## config.mk

```make
export PLATFORM = sky130hd
export DESIGN_NAME = level_select_n
export DESIGN_NICKNAME = d
export VERILOG_FILES = /design/src/rtl/level_select_n_pkg.sv /design/src/rtl/level_select_n_key_debounce.sv /design/src/rtl/level_select_n.sv
export SDC_FILE = /design/constraint.sdc
export NUM_CORES = 1
export LEC_CHECK = 0
export CAP_MARGIN = 20
export CORE_MARGIN = 5
export CORE_UTILIZATION = 32
export CTS_BUF_LIST = sky130_fd_sc_hd__clkbuf_16
export CTS_CLUSTER_SIZE = 8
export DETAILED_ROUTE_END_ITERATION = 8
export PLACE_DENSITY = 0.51
export SKIP_CTS_REPAIR_TIMING = 1
export SYNTH_ARGS = -nofsm -noshare
export SYNTH_HDL_FRONTEND = slang
export SYNTH_SLANG_ARGS = --single-unit
```

## constraint.sdc

```tcl
create_clock -name clk -period 3.64 [get_ports clk]
set_input_delay 0.728 -clock clk [delete_from_list [all_inputs] [get_ports clk]]
set_output_delay 0.728 -clock clk [all_outputs]
set_load 0.05 [all_outputs]
```

## src/rtl/level_select_n_pkg.sv

```systemverilog
// Shared state encoding and error codes for the level-select front end.
package level_sel_pkg;

  typedef enum logic [1:0] {
    IDLE    = 2'd0,
    WINDOW  = 2'd1,
    RELEASE = 2'd2,
    LOCKED  = 2'd3
  } state_t;

  localparam logic [1:0] ERR_NONE   = 2'd0;
  localparam logic [1:0] ERR_MULTI  = 2'd1;
  localparam logic [1:0] ERR_LOCKED = 2'd2;

endpackage

```

## src/rtl/level_select_n_key_debounce.sv

```systemverilog
// One raw key: 2-flop synchroniser, debounce counter, one-cycle press pulse on a debounced rise.
// Raw high first sampled at edge k gives press high after edge k+1+DEBOUNCE_CYC; no backpressure.
module key_debounce #(
  parameter int DEBOUNCE_CYC = 1
) (
  input  logic clk,
  input  logic rst,
  input  logic raw,
  output logic deb,
  output logic press
);

  localparam int CNT_W = (DEBOUNCE_CYC > 1) ? $clog2(DEBOUNCE_CYC) : 1;

  logic             sync1;
  logic             sync2;
  logic [CNT_W-1:0] cnt;

  always_ff @(posedge clk) begin
    if (rst) begin
      sync1 <= 1'b0;
      sync2 <= 1'b0;
      deb   <= 1'b0;
      press <= 1'b0;
      cnt   <= '0;
    end else begin
      sync1 <= raw;
      sync2 <= sync1;
      press <= 1'b0;
      // Any sample that agrees with the debounced value restarts the count.
      if (sync2 == deb) begin
        cnt <= '0;
      end else if (cnt == CNT_W'(DEBOUNCE_CYC - 1)) begin
        cnt   <= '0;
        deb   <= sync2;
        press <= sync2;
      end else begin
        cnt <= cnt + CNT_W'(1);
      end
    end
  end

endmodule

```

## src/rtl/level_select_n.sv

```systemverilog
// Level-select front end: debounced keys, coincidence window, level lock, clear -> soft_rst pulse.
// Outputs registered; level valid 3+DEBOUNCE_CYC+WINDOW_CYC edges after raw press. LEVEL_RESELECT_EN allows re-selection while locked.
module level_select_n
  import level_sel_pkg::*;
#(
  parameter int NUM_LEVELS   = 3,
  parameter int LEVEL_W      = 3,
  parameter int DEBOUNCE_CYC = 1,
  parameter int WINDOW_CYC   = 2
) (
  input  logic                  clk,
  input  logic                  rst,
  input  logic [NUM_LEVELS-1:0] key_level,
  input  logic                  key_clear,
  output logic [LEVEL_W-1:0]    level,
  output logic                  end_signal,
  output logic                  soft_rst,
  output logic [1:0]            error_code
);

  localparam int WC_W = (WINDOW_CYC > 1) ? $clog2(WINDOW_CYC) : 1;

  logic [NUM_LEVELS-1:0] lvl_deb;
  logic [NUM_LEVELS-1:0] lvl_press;
  logic                  clr_press;
  logic                  clr_deb_unused;

  for (genvar i = 0; i < NUM_LEVELS; i++) begin : g_key
    key_debounce #(.DEBOUNCE_CYC(DEBOUNCE_CYC)) u_key (
      .clk   (clk),
      .rst   (rst),
      .raw   (key_level[i]),
      .deb   (lvl_deb[i]),
      .press (lvl_press[i])
    );
  end

  key_debounce #(.DEBOUNCE_CYC(DEBOUNCE_CYC)) u_clear (
    .clk   (clk),
    .rst   (rst),
    .raw   (key_clear),
    .deb   (clr_deb_unused),
    .press (clr_press)
  );

  state_t                state, state_nxt;
  logic [WC_W-1:0]       win_cnt, win_cnt_nxt;
  logic [NUM_LEVELS-1:0] mask, mask_nxt;
  // Keys held across a clear; they stay ignored until released.
  logic [NUM_LEVELS-1:0] stale, stale_nxt;
  logic [LEVEL_W-1:0]    level_nxt;
  logic                  end_nxt;
  logic                  soft_nxt;
  logic [1:0]            err_nxt;
`ifdef LEVEL_RESELECT_EN
  logic                  resel, resel_nxt;
`endif

  logic [NUM_LEVELS-1:0] fresh_press;
  logic [NUM_LEVELS-1:0] win_mask;
  logic [3:0]            ones;
  logic [LEVEL_W-1:0]    sel;

  assign fresh_press = lvl_press & ~stale;
  assign win_mask    = mask | fresh_press | (lvl_deb & ~stale);

  always_comb begin
    ones = '0;
    sel  = '0;
    for (int i = 0; i < NUM_LEVELS; i++) begin
      if (win_mask[i]) begin
        ones = ones + 4'd1;
        sel  = LEVEL_W'(i + 1);
      end
    end
  end

  always_ff @(posedge clk) begin
    if (rst) begin
      state      <= IDLE;
      win_cnt    <= '0;
      mask       <= '0;
      stale      <= '0;
      level      <= '0;
      end_signal <= 1'b0;
      soft_rst   <= 1'b0;
      error_code <= ERR_NONE;
`ifdef LEVEL_RESELECT_EN
      resel      <= 1'b0;
`endif
    end else begin
      state      <= state_nxt;
      win_cnt    <= win_cnt_nxt;
      mask       <= mask_nxt;
      stale      <= stale_nxt;
      level      <= level_nxt;
      end_signal <= end_nxt;
      soft_rst   <= soft_nxt;
      error_code <= err_nxt;
`ifdef LEVEL_RESELECT_EN
      resel      <= resel_nxt;
`endif
    end
  end

  always_comb begin
    state_nxt   = state;
    win_cnt_nxt = win_cnt;
    mask_nxt    = mask;
    stale_nxt   = stale & lvl_deb;
    level_nxt   = level;
    end_nxt     = end_signal;
    soft_nxt    = 1'b0;
    err_nxt     = error_code;
`ifdef LEVEL_RESELECT_EN
    resel_nxt   = resel;
`endif
    if (clr_press) begin
      state_nxt   = IDLE;
      win_cnt_nxt = '0;
      mask_nxt    = '0;
      stale_nxt   = lvl_deb;
      level_nxt   = '0;
      end_nxt     = 1'b0;
      soft_nxt    = 1'b1;
      err_nxt     = ERR_NONE;
`ifdef LEVEL_RESELECT_EN
      resel_nxt   = 1'b0;
`endif
    end else begin
      case (state)
        IDLE: begin
          if (|fresh_press) begin
            state_nxt   = WINDOW;
            win_cnt_nxt = WC_W'(WINDOW_CYC - 1);
            mask_nxt    = fresh_press;
          end
        end
        WINDOW: begin
          mask_nxt = win_mask;
          if (win_cnt == '0) begin
            mask_nxt = '0;
`ifdef LEVEL_RESELECT_EN
            resel_nxt = 1'b0;
`endif
            if (ones == 4'd1) begin
              state_nxt = LOCKED;
              level_nxt = sel;
              end_nxt   = 1'b1;
              err_nxt   = ERR_NONE;
            end else if (ones != 4'd0) begin
              err_nxt   = ERR_MULTI;
`ifdef LEVEL_RESELECT_EN
              state_nxt = resel ? LOCKED : RELEASE;
`else
              state_nxt = RELEASE;
`endif
            end else begin
              state_nxt = IDLE;
            end
          end else begin
            win_cnt_nxt = win_cnt - WC_W'(1);
          end
        end
        RELEASE: begin
          if (lvl_deb == '0) state_nxt = IDLE;
        end
        LOCKED: begin
          if (|fresh_press) begin
`ifdef LEVEL_RESELECT_EN
            state_nxt   = WINDOW;
            win_cnt_nxt = WC_W'(WINDOW_CYC - 1);
            mask_nxt    = fresh_press;
            resel_nxt   = 1'b1;
`else
            err_nxt = ERR_LOCKED;
`endif
          end
        end
        default: state_nxt = IDLE;
      endcase
    end
  end

endmodule

```

Word level (Yosys, flattened, before mapping):

Index checks and enable logic that the tools add are counted.

* register bits: 36
* bits of input ports: 6
* output and inout port bits: 7
* logic and storage cells: 112

* add/subtract/negate cells: 7
* equality and inequality tests: 13
* multiplexer cells: 25
* bitwise gates (word level): 15
* reduce and logical (&&, ||, !) cells: 24

Operators with widths (count)
* $reduce_or A3 Y1: 9
* $mux W2: 9
* $mux W3: 5
* $reduce_and A2 Y1: 5
* $and A3 B3 Y3: 3
* $not A1 Y1: 9
* $add A4 B1 Y4 const B: 2
* $mux W4: 2
* $ne A2 B2 Y1 const B: 4
* $reduce_and A4 Y1: 2
* $or A3 B3 Y3: 2
* $pmux W2 S3: 1
* $pmux W3 S2: 1
* $mux W1: 5
* $add A1 B1 Y1 const B: 4
* $eq A1 B1 Y1: 4
* $eq A2 B2 Y1 const B: 2
* $eq A4 B1 Y1 const B: 1
* $pmux W2 S2: 1
* $reduce_bool A2 Y1: 2
* $reduce_bool A4 Y1: 1
* $logic_not A3 Y1: 1
* $ne A3 B3 Y1 const B: 1
* $not A3 Y3: 1
* other kinds (7): 7

Depth between registers and ports, before layout:

Gate-level depths: netlist of the first run.

* word-level depth: 14
* mapped depth: 8

Modules after synthesis:

From an unflattened synthesis of the first run, not the netlist that was laid out.

* cells, all modules: 151
* area total of the unflattened synthesis: 1526.5 µm²

By module, submodules not included
* level_select_n: times used 1, cells an instance 107, area each 945.9 µm², seq. area each 300.3 µm²
* key_debounce: times used 4, cells an instance 11, area each 145.1 µm², seq. area each 100.1 µm²

Least setup slack after synthesis of the first run:

No wires, ideal clock.

* path type: reg2reg
* start point: register g_key[0].u_key.deb
* end point: register error_code[0]
* data arrival time: 1.740 ns
* required time: 3.521 ns
* slack: 1.781 ns
* stages on the path, launching flop included: 8
* path buffers: 0
* period minus slack after synthesis: 1.859 ns
* cells stage by stage: dfxtp_1 > nor2_1 > o21bai_1 > inv_1 > ha_1 > or3_1 > o221a_2 > mux2i_1

* word-level cells in the longest chain between the ends: 11
* elaborated cells on any way between the ends: 14
* those cells by class: 2 x add/sub; 2 x eq/ne; 6 x mux; 2 x bitwise; 2 x reduce/logical

Ends and longest elaborated chain
* start: declaration: line level_select_n_key_debounce.sv:9 `output logic deb,`
* start signal: assignment: line level_select_n_key_debounce.sv:35 `deb <= sync2;`
* $and A3 B3 Y3 (*): line level_select_n.sv:65 `assign win_mask = mask | fresh_press | (lvl_deb & ~stale);`
* $or A3 B3 Y3 (*): line level_select_n.sv:65
* $mux W1 (*): line level_select_n.sv:71 `if (win_mask[i]) begin`
* $add A4 B1 Y4: line level_select_n.sv:72 `ones = ones + 4'd1;`
* $mux W4 (*): line level_select_n.sv:71
* $add A4 B1 Y4: line level_select_n.sv:72
* $mux W4 (*): line level_select_n.sv:71
* $eq A4 B1 Y1: line level_select_n.sv:146 `if (ones == 4'd1) begin`
* $mux W2: line level_select_n.sv:146
* $mux W2: line level_select_n.sv:141 `if (win_cnt == '0) begin`
* $pmux W2 S2: line level_select_n.sv:131 `case (state)`
* end signal: assignment: line level_select_n.sv:99 `error_code <= err_nxt;`
* end: declaration: line level_select_n.sv:18 `output logic [1:0] error_code`

Mark *: on every way between the ends. The rest lies on a longest branch, timed or not. The select of a mux whose other input is x is not followed.
A chain may end at the register's enable or synchronous reset.

Final worst setup path of the first run:

* start point: register level[1]
* end point: output level[1]

RTL lines
* start: declaration: line level_select_n.sv:15 `output logic [LEVEL_W-1:0] level,`
* start signal: assignment: line level_select_n.sv:96 `level <= level_nxt;`

No word-level cell between the ends.

==> results of run 1 <==
-- per-stage QoR --
stage	cell area [um^2]	worst slack, ns	hold WS (ns)
3_5_place_dp	1530	1.34	0.421
4_1_cts	1720	1.49	0.428
5_1_grt	1720	1.42	0.447
2_1_floorplan	1380	1.78	0.399
6_report	1720	1.51	0.422
3_3_place_gp	1530	1.46	0.410
-- synthesized netlist by cell type (all sizes together) --
library cell  instances  area (um^2)
a2111o                1         11.3
a21boi                2         18.8
a21oi                 3         15.0
a31oi                 3         18.8
a41oi                 1         8.76
buf                   4         26.3
conb                  1         3.75
dfxtp                35          701
ha                    3         37.5
inv                   4         15.0
mux2i                 6         60.1
nand2                 6         22.5
nand2b                5         31.3
nand3                 4         20.0
nand3b                1         7.51
nand4                 1         6.26
nor2                 13         48.8
nor2b                12         75.1
nor3                  2         21.3
nor3b                 3         27.5
nor4b                 4         35.0
o21a                  1         7.51
o21ai                 5         25.0
o21ba                 1         10.0
o21bai                3         26.3
o221a                 4         45.0
o22ai                 1         6.26
o2bb2ai               1         8.76
o41a                  1         11.3
or2                   1         6.26
or3                   1         6.26
-- per-layer routing --
metal,up-vias,share of wire [%]
met2,22,45
met5,-,0
met1,440,46
met4,0,3.2
li1,500,-
met3,8,5.5
-- state kept, by name, indices dropped and copies added (netlist names), 2 cells and up --
register / flops
error_code: 2
g_key.u_key.cnt: 3
g_key.u_key.deb: 3
g_key.u_key.press: 3
g_key.u_key.sync1: 3
g_key.u_key.sync2: 3
level: 2
mask: 3
stale: 3
state: 2
-- cell families after synthesis --
logic type	after synthesis
AOI/OAI and AO/OA	27
adders and majority gates	3
buffers and inverters	8
DFF	35
muxes	6
other	1
and+or+nand+nor	53
-- cell type report --
class | instances | area, um^2
multi-input cells | 94 | 637
fillers | 383 | 2340
well taps | 50 | 62.6
clock buffers | 5 | 125
inverters | 4 | 15.0
clock inverters | 3 | 63.8
flip-flops and latches | 35 | 701
repair buffers | 12 | 118
-- power breakdown --
group	switching (W)	internal, W
sequential	0.00000918	0.000396
combinational	0.0000331	0.0000264
clock	0.000147	0.000389
total	0.000189	0.000811
-- how the worst max path moves through the flow --
stage                                    startpoint                         end  cells past startpoint
floorplan           g_key[0].u_key.deb$_SDFFE_PP0P_  error_code[0]$_SDFFE_PP0P_                      7
global placement                                rst       state[0]$_SDFFE_PP0P_                      5
detailed placement                              rst       state[0]$_SDFFE_PP0P_                      5
CTS                           level[1]$_SDFFE_PP0P_                    level[1]                      1
global route        g_key[1].u_key.deb$_SDFFE_PP0P_  error_code[0]$_SDFFE_PP0P_                      8
finish                        level[1]$_SDFFE_PP0P_                    level[1]                      1
==> flow_metrics.env, run 1 <==
export IMPL_busiest_layer="met2"
export IMPL_grt_use_met3_pct=3.60
export IMPL_gr_usage_met1_pct=11.4
export IMPL_cp_num_buf_inv=1
export IMPL_grt_max_degree=23
export IMPL_tightest_slew_ns=0.649
export IMPL_grt_pass1_vias=899
export IMPL_cp_arrival_ns=1.41
export IMPL_min_to="u_clear.press$_SDFF_PP0_"
export IMPL_crit_chain="clkdlybuf4s50_1"
export IMPL_utilization_pct=42.4
export IMPL_via_per_inst=4.78
export IMPL_maxCapViolCount=0
export IMPL_hp_class="flip-flop to flip-flop"
export IMPL_fin_setup_tns_ns=0
export IMPL_slew_headroom_pct=56.6
export IMPL_num_io_pins=13
export IMPL_core_area_um2=4060
export IMPL_clock_latency_ns=0.28
export IMPL_drc=0
export IMPL_whs_path_depth=1
export IMPL_vdd_drop_max_v=0.000252
export IMPL_grt_pass1_wl_mm=4.03
export IMPL_power_density_nw_per_um2=581
export IMPL_finalCritPeriodShare_pct=58.6
export IMPL_dieArea_um2=5670
export IMPL_n_antenna_cell=0
export IMPL_min_from="u_clear.deb$_SDFFE_PP0P_"
export IMPL_placementRows=23
export IMPL_clock_sinks=35
export IMPL_dp_cells=195
export IMPL_gp_congestion=0.780
export IMPL_finalCriticalPeriod_ns=2.13
export IMPL_hold_viol_final=0
export IMPL_synth_area_um2=1360
export IMPL_synth_compound_area_share_pct=15.6
export IMPL_seq_area_frac_synth_pct=51.4
export IMPL_timing_rr_start="g_key[1].u_key.deb$_SDFFE_PP0P_"
export IMPL_syn_mean_instance_area_um2=10.3
export IMPL_crit_fanout=2
export IMPL_first_iter_violations=39
export IMPL_synth_top_family_by_area="simple AND/OR/NAND/NOR gates"
export IMPL_ff2ff_path_depth=8
export IMPL_final_antenna_net_count=0
export IMPL_wirelength_mm=2.46
export IMPL_cp_slowest_cell="clkdlybuf4s50_1"
export IMPL_clk_pin_slew_ns=0.05
export IMPL_setup_viol=0
export IMPL_die_w_um=75.3
export IMPL_wl_per_cell_um=12.1
export IMPL_cts_root_buf="clkbuf_16"
export IMPL_fmax_mhz=469
export IMPL_cts_buffers=5
export IMPL_ys_ff_latch=35
export IMPL_grt_use_met2_pct=15.0
export IMPL_required_ns=2.91
export IMPL_die_h_um=75.3
export IMPL_grt_total_usage_pct=9.85
export IMPL_instances_no_fill=203
export IMPL_cts_buffer_depth=2
export IMPL_portBuffers=11
export IMPL_muxShareOfSynthArea_pct=4.40
export IMPL_hpwl_mm=1.72
export IMPL_globalRouteOverflowTotal=0
export IMPL_synth_warnings=0
export IMPL_worst_setup_path_end_kind="output port"
export IMPL_final_common_cell="dfxtp_1"
export IMPL_r2r_slack_ns=1.57
export IMPL_final_cell_mix="dfxtp_1 (35), nor2_1 (13), nor2b_1 (12)"
export IMPL_synth_cells=133
export IMPL_p_leak_nw=0.634
export IMPL_slew_violations=0
export IMPL_vias=970
export IMPL_start_util_pct=33.6
export IMPL_h_tree_depth=2
export IMPL_tritoncts="done"
export IMPL_yosys_area_share_simple_pct=22.6
export IMPL_synth_distinct_cells=40
export IMPL_areaGrowthSynthToFinish_pct=26.2
export IMPL_synthAdderAreaFrac_pct=2.75
export IMPL_cp_start_kind="flip-flop"
export IMPL_dr_pass1_iters=4
export IMPL_status="complete, no violations"
export IMPL_slowest_delay_ns=0.80
export IMPL_worstReg2RegEnd="error_code[0]$_SDFFE_PP0P_"
export IMPL_nets=161
export IMPL_antenna_found_initial=0
export IMPL_drive_gt1_share_pct=9.80
export IMPL_yosys_area_share_xor_xnor_pct=0
export IMPL_total_power_w=0.00100
export IMPL_clock_skew_ns=0.00329
export IMPL_rsz0062_at_grt="false"
export IMPL_critical_path_class="flip-flop to output port"
export IMPL_path_delay_family="buffers and inverters"
Note: power is estimated with default switching activity, not from simulation.
==> run 2: changes to the inputs <==
--- a/config.mk
+++ b/config.mk
@@ -11,7 +11,7 @@
 export CTS_BUF_LIST = sky130_fd_sc_hd__clkbuf_16
 export CTS_CLUSTER_SIZE = 8
 export DETAILED_ROUTE_END_ITERATION = 8
-export PLACE_DENSITY = 0.51
+export PLACE_DENSITY = 0.52
 export SKIP_CTS_REPAIR_TIMING = 1
 export SYNTH_ARGS = -nofsm -noshare
 export SYNTH_HDL_FRONTEND = slang
==> constraint.sdc (replaced) <==
create_clock -name clk -period 1.79 [get_ports clk]
set_input_delay 0.358 -clock clk [delete_from_list [all_inputs] [get_ports clk]]
set_output_delay 0.358 -clock clk [all_outputs]
set_load 0.05 [all_outputs]
==> run 2 against run 1 <==
Clock skew about the same; worst hold slack gained 0.0046 ns; highest routed layer unchanged; global-route usage up 0.66 points; setup slack worse by 1.5 ns; flip-flop and latch count is the same; critical path type is now flip-flop to flip-flop; largest power group unchanged; count of clock-buffer cells in the layout unchanged.
==> flow_metrics.env, run 2 (same netlist as run 1, synthesis figures left out) <==
export IMPL_setup_viol=0
export IMPL_regArea_um2=706
export IMPL_grt_pass1_wl_mm=4.35
export IMPL_clk_pin_slew_ns=0.05
export IMPL_antenna_found_initial=0
export IMPL_die_h_um=75.3
export IMPL_first_iter_violations=36
export IMPL_ff2ff_path_depth=7
export IMPL_die_w_um=75.3
export IMPL_areaGrowthSynthToFinish_pct=30.9
export IMPL_power_frac_clock_pct=49.7
export IMPL_cp_start_kind="flip-flop"
export IMPL_finalCriticalPeriod_ns=1.75
export IMPL_crit_fanout=5
export IMPL_final_antenna_net_count=0
export IMPL_status="complete, no violations"
export IMPL_final_common_cell="dfxtp_1"
export IMPL_whs_path_depth=1
export IMPL_num_io_pins=13
export IMPL_combPwrFrac_pct=7.4
export IMPL_grt_pass1_vias=987
export IMPL_timing_rr_start="g_key[1].u_key.deb$_SDFFE_PP0P_"
export IMPL_dr_pass1_iters=4
export IMPL_slowest_delay_ns=0.36
export IMPL_power_density_nw_per_um2=1070
export IMPL_fin_ws_ns=0.0439
export IMPL_min_to="u_clear.press$_SDFF_PP0_"
export IMPL_pwr_share_seq_pct=42.9
export IMPL_gp_congestion=0.847
export IMPL_fmax_mhz=573
export IMPL_drc=0
export IMPL_swShare_pct=20.7
export IMPL_p_int_w=0.00152
export IMPL_cp_num_buf_inv=1
export IMPL_grt_total_usage_pct=10.5
export IMPL_path_delay_family="compound AO/OA/AOI/OAI gates"
export IMPL_portBuffers=11
export IMPL_cts_buffer_depth=2
export IMPL_tritoncts="done"
export IMPL_cts_root_buf="clkbuf_16"
export IMPL_core_area_um2=4060
export IMPL_placementRows=23
export IMPL_r2r_slack_ns=0.04
export IMPL_p_switching_w=0.000396
export IMPL_hold_viol_final=0
export IMPL_n_fill_cell=393
export IMPL_grt_max_degree=13
export IMPL_vdd_drop_max_v=0.000448
export IMPL_critical_path_class="flip-flop to flip-flop"
export IMPL_min_from="u_clear.deb$_SDFFE_PP0P_"
export IMPL_p_leak_nw=0.698
export IMPL_vias=1035
export IMPL_slew_violations=0
export IMPL_hp_class="flip-flop to flip-flop"
export IMPL_globalRouteOverflowTotal=0
export IMPL_dieArea_um2=5670
export IMPL_clock_sinks=35
export IMPL_start_util_pct=33.6
export IMPL_h_tree_depth=2
export IMPL_hpwl_mm=1.81
export IMPL_crit_chain="nor2_1 -> o21bai_1 -> inv_1 -> ha_4 -> or3_4 -> o221a_4 -> mux2i_1"
export IMPL_post_place_ws_ns=0.0246
export IMPL_clock_skew_ns=0.00332
export IMPL_multi_input_area_um2=677
export IMPL_worst_setup_path_end_kind="flip-flop"
export IMPL_cts_buffers=5
export IMPL_finalCritPeriodShare_pct=97.5
export IMPL_worstReg2RegEnd="error_code[0]$_SDFFE_PP0P_"
export IMPL_clock_latency_ns=0.28
export IMPL_maxCapViolCount=0
export IMPL_fin_setup_tns_ns=0
export IMPL_cp_arrival_ns=1.91
export IMPL_cp_slowest_cell="or3_4"
export IMPL_nets=169
export IMPL_final_cell_mix="dfxtp_1 (31), buf_4 (15), nor2_1 (13)"
export IMPL_wirelength_mm=2.60
export IMPL_drive_gt1_share_pct=23.8
export IMPL_required_ns=1.95
export IMPL_wl_per_cell_um=12.4
export IMPL_n_antenna_cell=0
export IMPL_via_per_inst=4.93
-- run 2: worst max-delay path by stage --
stage	slack (ns)	end	cells after the start	from
final	0.04	error_code[0]$_SDFFE_PP0P_	7	g_key[1].u_key.deb$_SDFFE_PP0P_
after global routing	-0.006	level[1]$_SDFFE_PP0P_	8	g_key[1].u_key.deb$_SDFFE_PP0P_
after CTS	0.0004	error_code[0]$_SDFFE_PP0P_	8	g_key[1].u_key.press$_SDFF_PP0_
after detailed placement	0.02	error_code[0]$_SDFFE_PP0P_	8	g_key[1].u_key.press$_SDFF_PP0_
after global placement	0.06	error_code[0]$_SDFFE_PP0P_	8	g_key[1].u_key.press$_SDFF_PP0_
after floorplan	0.005	error_code[0]$_SDFFE_PP0P_	8	g_key[0].u_key.deb$_SDFFE_PP0P_
-- run 2: cell type report --
| class | instances | share of cell area, % |
|---|---|---|
| clock buffer | 5 | 7.01 |
| clock inverter | 2 | 2.10 |
| multi-input combinational | 94 | 37.9 |
| inverter | 4 | 0.841 |
| sequential | 35 | 39.5 |
| timing repair buffer | 20 | 9.11 |
| tap | 50 | 3.50 |
-- run 2: power groups by stage --
stage	combinational [W]	sequential (W)	clock (W)
after floorplan	0.0000861	0.000843	0
after global placement	0.000133	0.000838	0
after detailed placement	0.000134	0.000839	0
after CTS	0.000134	0.000822	0.000984
after global routing	0.000157	0.000825	0.00101
final	0.000141	0.000823	0.000952
-- run 2: layer usage --
metal	GRT usage [%]	vias to the layer above	routed length [um]
met5	0	-	0
met4	7.57	0	59
met3	3.60	5	152
met2	15.7	27	1250
met1	12.4	484	1140
li1	-	519	-
-- run 2: metrics by stage --
stage | instance area [um^2] | hold WS (ns) | utilization [%] | std cells | total power [W]
4_1_cts | 1750 | 0.436 | 43.1 | 209 | 0.00194
3_5_place_dp | 1590 | 0.422 | 39.1 | 202 | 0.000972
3_3_place_gp | 1590 | 0.407 | 39.1 | 202 | 0.000971
6_report | 1790 | 0.427 | 44.0 | 210 | 0.00192
5_1_grt | 1790 | 0.458 | 44.0 | 210 | 0.00200
2_1_floorplan | 1390 | 0.399 | - | 137 | 0.000929
==> run 3: changes to the inputs <==
--- a/config.mk
+++ b/config.mk
@@ -11,7 +11,7 @@
 export CTS_BUF_LIST = sky130_fd_sc_hd__clkbuf_16
 export CTS_CLUSTER_SIZE = 8
 export DETAILED_ROUTE_END_ITERATION = 8
-export PLACE_DENSITY = 0.52
+export PLACE_DENSITY = 0.51
 export SKIP_CTS_REPAIR_TIMING = 1
 export SYNTH_ARGS = -nofsm -noshare
 export SYNTH_HDL_FRONTEND = slang
==> constraint.sdc (replaced) <==
create_clock -name clk -period 2 [get_ports clk]
set_input_delay 0.4 -clock clk [delete_from_list [all_inputs] [get_ports clk]]
set_output_delay 0.4 -clock clk [all_outputs]
set_load 0.05 [all_outputs]
==> run 3 against run 2 <==
Utilization is 1.3 points lower; total power is 11% lower; sequential share of layout area is 1.0 points higher; clock skew hardly changed; critical path depth is 1 higher.
==> flow_metrics.env, run 3 (same netlist as run 1, synthesis figures left out) <==
export IMPL_areaGrowthSynthToFinish_pct=27.2
export IMPL_dp_cells=199
export IMPL_setup_viol=0
export IMPL_drive_gt1_share_pct=14.0
export IMPL_globalRouteOverflowTotal=0
export IMPL_finalCritPeriodShare_pct=91.0
export IMPL_status="complete, no violations"
export IMPL_clock_sinks=35
export IMPL_grt_max_degree=14
export IMPL_final_cell_mix="dfxtp_1 (33), nor2_1 (13), nor2b_1 (12)"
export IMPL_gp_congestion=0.803
export IMPL_grt_total_usage_pct=9.61
export IMPL_slew_violations=0
export IMPL_num_io_pins=13
export IMPL_clk_pin_slew_ns=0.05
export IMPL_critical_path_class="flip-flop to flip-flop"
export IMPL_start_util_pct=33.6
export IMPL_rsz0062_at_grt="false"
export IMPL_nets=165
export IMPL_fin_setup_tns_ns=0
export IMPL_n_antenna_cell=0
export IMPL_core_area_um2=4060
export IMPL_worst_setup_path_end_kind="flip-flop"
export IMPL_vdd_drop_max_v=0.000527
export IMPL_fmax_mhz=549
export IMPL_via_per_inst=4.81
export IMPL_crit_fanout=5
export IMPL_grt_pass1_wl_mm=3.97
export IMPL_final_antenna_net_count=0
export IMPL_dpl_instance_area_um2=1560
export IMPL_n_fill_cell=374
export IMPL_placementRows=23
export IMPL_h_tree_depth=2
export IMPL_cp_arrival_ns=1.99
export IMPL_cts_buffer_depth=2
export IMPL_die_w_um=75.3
export IMPL_wirelength_mm=2.43
export IMPL_clock_latency_ns=0.27
export IMPL_cts_buffers=5
export IMPL_vias=996
export IMPL_hpwl_mm=1.80
export IMPL_hold_viol_final=0
export IMPL_clock_skew_ns=0.00342
export IMPL_cp_start_kind="flip-flop"
export IMPL_power_density_nw_per_um2=988
export IMPL_dr_pass1_iters=4
export IMPL_tritoncts="done"
export IMPL_maxCapViolCount=0
export IMPL_antenna_found_initial=0
export IMPL_stdcell_area_um2=1730
export IMPL_grt_pass1_vias=909
export IMPL_drc=0
export IMPL_first_iter_violations=57
export IMPL_finalCriticalPeriod_ns=1.82
export IMPL_instances_no_fill=207
export IMPL_p_leak_nw=0.644
export IMPL_dieArea_um2=5670
export IMPL_wl_per_cell_um=11.7
export IMPL_portBuffers=11
export IMPL_regArea_um2=703
export IMPL_multi_input_area_um2=637
export IMPL_final_common_cell="dfxtp_1"
export IMPL_die_h_um=75.3
export IMPL_required_ns=2.17
export IMPL_cts_root_buf="clkbuf_16"
export IMPL_hp_class="flip-flop to flip-flop"
## run 3: cell types whose count changed in the layout (fill, tap and decap cells not counted), sizes merged
cell / previous run / this run
buf: 15 / 5
clkdlybuf4s50: 5 / 11
clkinv: 0 / 2
clkinvlp: 1 / 0
## run 3: critical path: stages, from the launching register on
cell      delay, ns
dfxtp_2        0.35
nor2_1         0.05
o21bai_1       0.15
inv_1          0.08
ha_1           0.34
nand2_1        0.09
a2111o_1       0.38
o221a_2        0.14
mux2i_1        0.11
## run 3: path summary, 6_finish.rpt
| check | startpoint | to | slack, ns | cells after the start |
|---|---|---|---|---|
| max | g_key[1].u_key.deb$_SDFFE_PP0P_ | error_code[0]$_SDFFE_PP0P_ | 0.18 | 8 |
| min | u_clear.deb$_SDFFE_PP0P_ | u_clear.press$_SDFF_PP0_ | 0.42 | 1 |
| max reg2reg | g_key[1].u_key.deb$_SDFFE_PP0P_ | error_code[0]$_SDFFE_PP0P_ | 0.18 | 8 |
| min reg2reg | u_clear.deb$_SDFFE_PP0P_ | u_clear.press$_SDFF_PP0_ | 0.42 | 1 |
## run 3: where the power goes
| group | internal [W] | switching [W] |
|---|---|---|
| Clock | 0.000586 | 0.000277 |
| Combinational | 0.0000527 | 0.0000601 |
| Sequential | 0.000720 | 0.0000170 |
| Total | 0.00136 | 0.000354 |
## run 3: layout make-up
type / instances / share of cell area (%)
sequential: 35 / 40.5
inverter: 4 / 0.866
clock inverter: 3 / 2.53
timing repair buffer: 16 / 8.51
multi-input combinational: 94 / 36.7
clock buffer: 5 / 7.22
tap: 50 / 3.61
## run 3: routing by layer
metal  global-route usage (%)  part of all wire [%]  routed length [um]  up-vias
met4                     6.60                   3.1                  75        0
met3                     4.01                   6.9                 167        8
met5                        0                     0                   0        -
met2                     14.1                    44                1080       26
li1                         -                     -                   -      513
met1                     11.3                    45                1100      449
## run 3: metrics by stage
step	utilization, %	hold slack [ns]	power (W)	worst slack, ns
2_1_floorplan	-	0.399	0.000829	0.141
5_1_grt	42.7	0.432	0.00177	0.0157
6_report	42.7	0.421	0.00171	0.180
4_1_cts	42.7	0.423	0.00173	0.136
3_3_place_gp	38.5	0.408	0.000863	0.161
3_5_place_dp	38.5	0.415	0.000865	0.146
